--- config.mk ---
export PLATFORM = sky130hd
export DESIGN_NAME = seg_display_scanner
export DESIGN_NICKNAME = d
export VERILOG_FILES = /design/src/rtl/seg_display_scanner.sv
export SDC_FILE = /design/constraint.sdc
export NUM_CORES = 1
export LEC_CHECK = 0
export CORE_AREA = 2 2 73 75
export DETAILED_ROUTE_END_ITERATION = 10
export DIE_AREA = 0 0 75 77
export DONT_BUFFER_PORTS = 1
export GPL_TIMING_DRIVEN = 0
export PLACE_DENSITY = 0.71
export REMOVE_ABC_BUFFERS = 1
export SLEW_MARGIN = 30
export SYNTH_ARGS = -nofsm -noshare
export SYNTH_HDL_FRONTEND = slang
export SYNTH_SLANG_ARGS = --single-unit
--- constraint.sdc ---
create_clock -name CLK -period 2.9 [get_ports CLK]
set_input_delay 0.29 -clock CLK [delete_from_list [all_inputs] [get_ports CLK]]
set_output_delay 0.29 -clock CLK [all_outputs]
set_load 0.01 [all_outputs]
--- src/rtl/seg_display_scanner.sv ---
// seg_display_scanner: time-multiplexed seven-segment driver with
// frame snapshot, blanking, decimal point and leading-zero suppression.
module seg_display_scanner #(
  parameter int DIGITS     = 4,
  parameter int DIV        = 100000,
  parameter bit ACTIVE_LOW = 1'b1
) (
  input  logic                  CLK,
  input  logic                  Reset_n,
  input  logic [4*DIGITS-1:0]   In,
  input  logic [DIGITS-1:0]     Blank,
  input  logic [DIGITS-1:0]     DP,
  input  logic                  LZS,
  output logic [3:0]            Out,
  output logic [7:0]            Seg,
  output logic [DIGITS-1:0]     Bit,
  output logic                  Frame
);

  localparam int PW = (DIV > 1) ? $clog2(DIV) : 1;
  localparam int IW = (DIGITS > 1) ? $clog2(DIGITS) : 1;
  localparam logic [DIGITS-1:0] BIT_OFF = {DIGITS{ACTIVE_LOW}};
  localparam logic [7:0] SEG_OFF = {8{ACTIVE_LOW}};

  logic [PW-1:0]       pcnt;
  logic [IW-1:0]       idx;
  logic [4*DIGITS-1:0] snap;

  logic                tick;
  logic                last;
  logic [4*DIGITS-1:0] src;
  logic [3:0]          n;
  logic                hz;
  logic                blk;
  logic                dpb;
  logic                dark;
  logic [DIGITS-1:0]   onehot;
  logic [7:0]          seg_al;
  logic [DIGITS-1:0]   bit_ah;
  logic [7:0]          seg_nx;
  logic [DIGITS-1:0]   bit_nx;

  // segments g..a, active-low
  function automatic logic [6:0] dec(input logic [3:0] v);
    logic [6:0] r;
    case (v)
      4'h0: r = 7'h40;
      4'h1: r = 7'h79;
      4'h2: r = 7'h24;
      4'h3: r = 7'h30;
      4'h4: r = 7'h19;
      4'h5: r = 7'h12;
      4'h6: r = 7'h02;
      4'h7: r = 7'h78;
      4'h8: r = 7'h00;
      4'h9: r = 7'h10;
      4'hA: r = 7'h08;
      4'hB: r = 7'h03;
      4'hC: r = 7'h46;
      4'hD: r = 7'h21;
      4'hE: r = 7'h06;
      4'hF: r = 7'h0E;
      default: r = 7'h7F;
    endcase
    return r;
  endfunction

  assign tick = (pcnt == PW'(DIV - 1));
  assign last = (idx == IW'(DIGITS - 1));

  always_comb begin
    src    = (idx == '0) ? In : snap;
    n      = 4'h0;
    hz     = 1'b1;
    blk    = 1'b0;
    dpb    = 1'b0;
    for (int j = 0; j < DIGITS; j++) begin
      if (idx == IW'(j)) begin
        n   = src[4*(DIGITS-j)-1 -: 4];
        blk = Blank[j];
        dpb = DP[j];
      end
      if ((IW'(j) < idx) && (src[4*(DIGITS-j)-1 -: 4] != 4'h0))
        hz = 1'b0;
    end
    dark   = blk | (LZS & (n == 4'h0) & hz & ~last);
    onehot = DIGITS'(1) << idx;
    seg_al = dark ? 8'hFF : {~dpb, dec(n)};
    bit_ah = dark ? '0 : onehot;
    seg_nx = ACTIVE_LOW ? seg_al : ~seg_al;
    bit_nx = ACTIVE_LOW ? ~bit_ah : bit_ah;
  end

  always_ff @(posedge CLK) begin
    if (!Reset_n) begin
      pcnt  <= '0;
      idx   <= '0;
      snap  <= '0;
      Out   <= 4'h0;
      Seg   <= SEG_OFF;
      Bit   <= BIT_OFF;
      Frame <= 1'b0;
    end else begin
      Frame <= 1'b0;
      if (tick) begin
        pcnt  <= '0;
        idx   <= last ? '0 : idx + IW'(1);
        if (idx == '0)
          snap <= In;
        Out   <= n;
        Seg   <= seg_nx;
        Bit   <= bit_nx;
        Frame <= (idx == '0);
      end else begin
        pcnt <= pcnt + PW'(1);
      end
    end
  end

endmodule

==> flow_metrics.env <==
export IMPL_syn_cell_area_um2=2730
export IMPL_hp_start="In[8]"
export IMPL_maxSlewHeadroom_pct=59.6
export IMPL_power_density_nw_per_um2=421
export IMPL_p_leak_uw=0.00114
export IMPL_core_region_area_um2=4980
export IMPL_clkTransAtPathRegs_ns=0.10
export IMPL_irDropWorstVdd_uv=208
export IMPL_synth_top_family_by_area="simple AND/OR/NAND/NOR gates"
export IMPL_synth_adder_area_share_pct=5.50
export IMPL_h_tree_depth=2
export IMPL_synthXorXnorAreaFrac_pct=4.82
export IMPL_hold_viol=0
export IMPL_row_count=26
export IMPL_total_power_uw=1240
export IMPL_globalplace_congestion=0.757
export IMPL_cts_tree="done"
export IMPL_cp_end_kind="flip-flop"
export IMPL_pin_count=44
export IMPL_crit_path_max_fanout=5
export IMPL_final_cell_mix="51 x dfxtp_1, 51 x nand2_1, 40 x nor2_1"
export IMPL_r2r_start="idx[0]"
export IMPL_ys_seq_area_share_pct=38.2
export IMPL_worst_r2r_cell_count=11
export IMPL_dr_pass1_iters=4
export IMPL_final_setup_viol_count=0
export IMPL_drt_wirelength_per_cell_um=15.0
export IMPL_cts_sinks=52
export IMPL_criticalPathCategory="reg2reg"
export IMPL_tns_ns=0
export IMPL_slew_violations=0
export IMPL_grt_first_pass_wirelength_mm=9.16
export IMPL_max_cap_viol_count=0
export IMPL_cp_cell_sequence="inv_1 > ha_4 > mux2_2 > a221o_1 > a21oi_4 > ha_4 > o2111ai_1 > a31oi_1 > nand3_2 > and4_2 > a21oi_2"
export IMPL_fmax_ghz=0.363
export IMPL_crit_slowest_cell="a221o_1"
export IMPL_yosys_most_used_dff="dfxtp_1"
export IMPL_period_needed_ns=2.76
export IMPL_synth_simple_area_share_pct=21.4
export IMPL_yosys_warnings=0
export IMPL_finalCritPeriodShare_pct=95.0
export IMPL_dieArea_um2=5780
export IMPL_outcome="finished, final reports clean"
export IMPL_min_path_type="in2reg"
export IMPL_dpl_hpwl_mm=3.75
export IMPL_totalWireLength_mm=5.77
export IMPL_first_global_vias=1974
export IMPL_syn_mean_instance_area_um2=8.74
export IMPL_n_antenna_cell=0
export IMPL_ys_async_sr_fraction_pct=0
export IMPL_synth_edf_count=0
export IMPL_cp_data_required_time_ns=3.16
export IMPL_cts_buffers=5
export IMPL_ys_ff_latch=52
export IMPL_cp_arrival_ns=3.02
export IMPL_num_fill_cells=478
export IMPL_drt_initial_drc_count=143
export IMPL_whs_endpoint="snap[8]"
export IMPL_gr_total_overflow=0
export IMPL_clk_path_buf_depth=2
export IMPL_antenna_left=0
export IMPL_crit_top_cell="ha_4"
export IMPL_grt_max_degree=30
export IMPL_vias=2116
export IMPL_via_per_inst=5.50
export IMPL_antenna_found_initial=0
export IMPL_die_h_um=77
export IMPL_synth_cell_type_count=51
export IMPL_critPathLaunchType="flip-flop"
export IMPL_fin_skew_ns=0.0150
export IMPL_clk_latency_ns=0.32
export IMPL_r2r_end="Bit[2]"
export IMPL_postSynthCellCount=312
export IMPL_whs_path_depth=2
export IMPL_start_util_pct=54.8
export IMPL_synthMuxAreaShare_pct=7.57
export IMPL_cts_root_buf="clkbuf_8"
export IMPL_nets=353
export IMPL_portBuffers=0
export IMPL_drive_gt1_share_pct=14.6
export IMPL_ff2ff_setup_slack_ns=0.14
export IMPL_synth_compound_area_share_pct=17.4
export IMPL_worstMarginPinSlew_ns=0.604
export IMPL_die_x_um=75
export IMPL_grt_usage_pct=20.4
export IMPL_area_growth_pct=7.98
export IMPL_drc=0
export IMPL_slowest_delay_ns=0.36
## report_power, final
group / switching [uW] / internal (uW)
clock network: 268 / 172
registers: 2.72 / 717
logic: 42.9 / 36.8
total: 314 / 926
## flip-flops by register name (all words and copies together), names as in the netlist
register,cells
Bit,4
Frame,1
Out,4
Seg,8
idx,2
pcnt,17
snap,16
## timing repair
item	4_1_cts	5_1_grt
gates cloned	0	1
gates resized for setup	7	3
setup endpoints to repair	12	26
pin swaps	4	2
hold buffers	0	0
setup buffers	6	5
## metal layers
| layer | GRT usage, % | up-vias | share of wire [%] |
|---|---|---|---|
| li1 | - | 1076 | - |
| met2 | 32.5 | 53 | 47 |
| met3 | 5.52 | 8 | 7.0 |
| met4 | 5.89 | 0 | 1.1 |
| met5 | 0 | - | 0 |
| met1 | 26.7 | 979 | 45 |
## stage by stage
step                      std cells  hold slack (ns)  instance area [um^2]  setup WS, ns  util [%]
after detailed placement        365            0.420                  2710        -0.723      54.4
after global placement          365            0.411                  2710        -0.691      54.3
after global routing            385           0.0941                  2950       -0.0161      59.2
after CTS                       379           0.0934                  2880        0.0391      57.9
final                           385           0.0979                  2950         0.144      59.2
after floorplan                 295            0.407                  2620        -0.171         -
## cells by family (layout without fill, tap and decap cells)
family	count (synthesis)	count (layout)
and+or+nand+nor	128	129
DFF	52	52
muxes	19	19
AOI/OAI and AO/OA	61	61
xor gates and xnor gates	15	15
adders and majority gates	12	12
buffers and inverters	25	27
## layout make-up
type                            count  area [um^2]  area share, %
Clock buffer                        5         68.8           2.34
Multi-Input combinational cell    236         1610           54.7
Sequential cell                    52         1040           35.4
Tap cell                           70         87.6           2.97
Inverter                            8         30.0           1.02
Clock inverter                      3         23.8          0.807
Timing Repair Buffer               11         82.6           2.80
## critical path: cells and delay by family, from the launching register on
| family | cells | cell delay [ns] |
|---|---|---|
| AOI/OAI and AO/OA | 5 | 1.02 |
| adders and majority gates | 2 | 0.37 |
| buffers and inverters | 1 | 0.16 |
| DFF | 1 | 0.35 |
| muxes | 1 | 0.34 |
| and+or+nand+nor | 2 | 0.46 |
## how the worst max path moves through the flow
stage	start	end	slack, ns	cells past startpoint
global placement	idx[0]	Bit[3]	-0.69	11
CTS	idx[1]	Seg[0]	0.04	11
detailed placement	idx[0]	Seg[0]	-0.72	11
global route	idx[1]	Bit[2]	-0.02	11
floorplan	idx[0]	Bit[3]	-0.17	11
finish	idx[0]	Bit[2]	0.14	11
## cell usage after synthesis (5+ instances only)
cell type  instances  area [um^2]
dfxtp_1           52         1040
nand2_1           51          191
nor2_1            40          150
a21boi_0          14          105
ha_1              12          150
mux2i_1           12          120
a21oi_1           11         55.1
xor2_1             9         78.8
inv_1              8         30.0
nand3_1            8         40.0
a21oi_2            6         52.6
nor3_1             6         30.0
xnor2_1            6         52.6
a31oi_1            5         31.3
buf_6              5         56.3
clkbuf_1           5         18.8
Power figures use the tool's default switching activity.
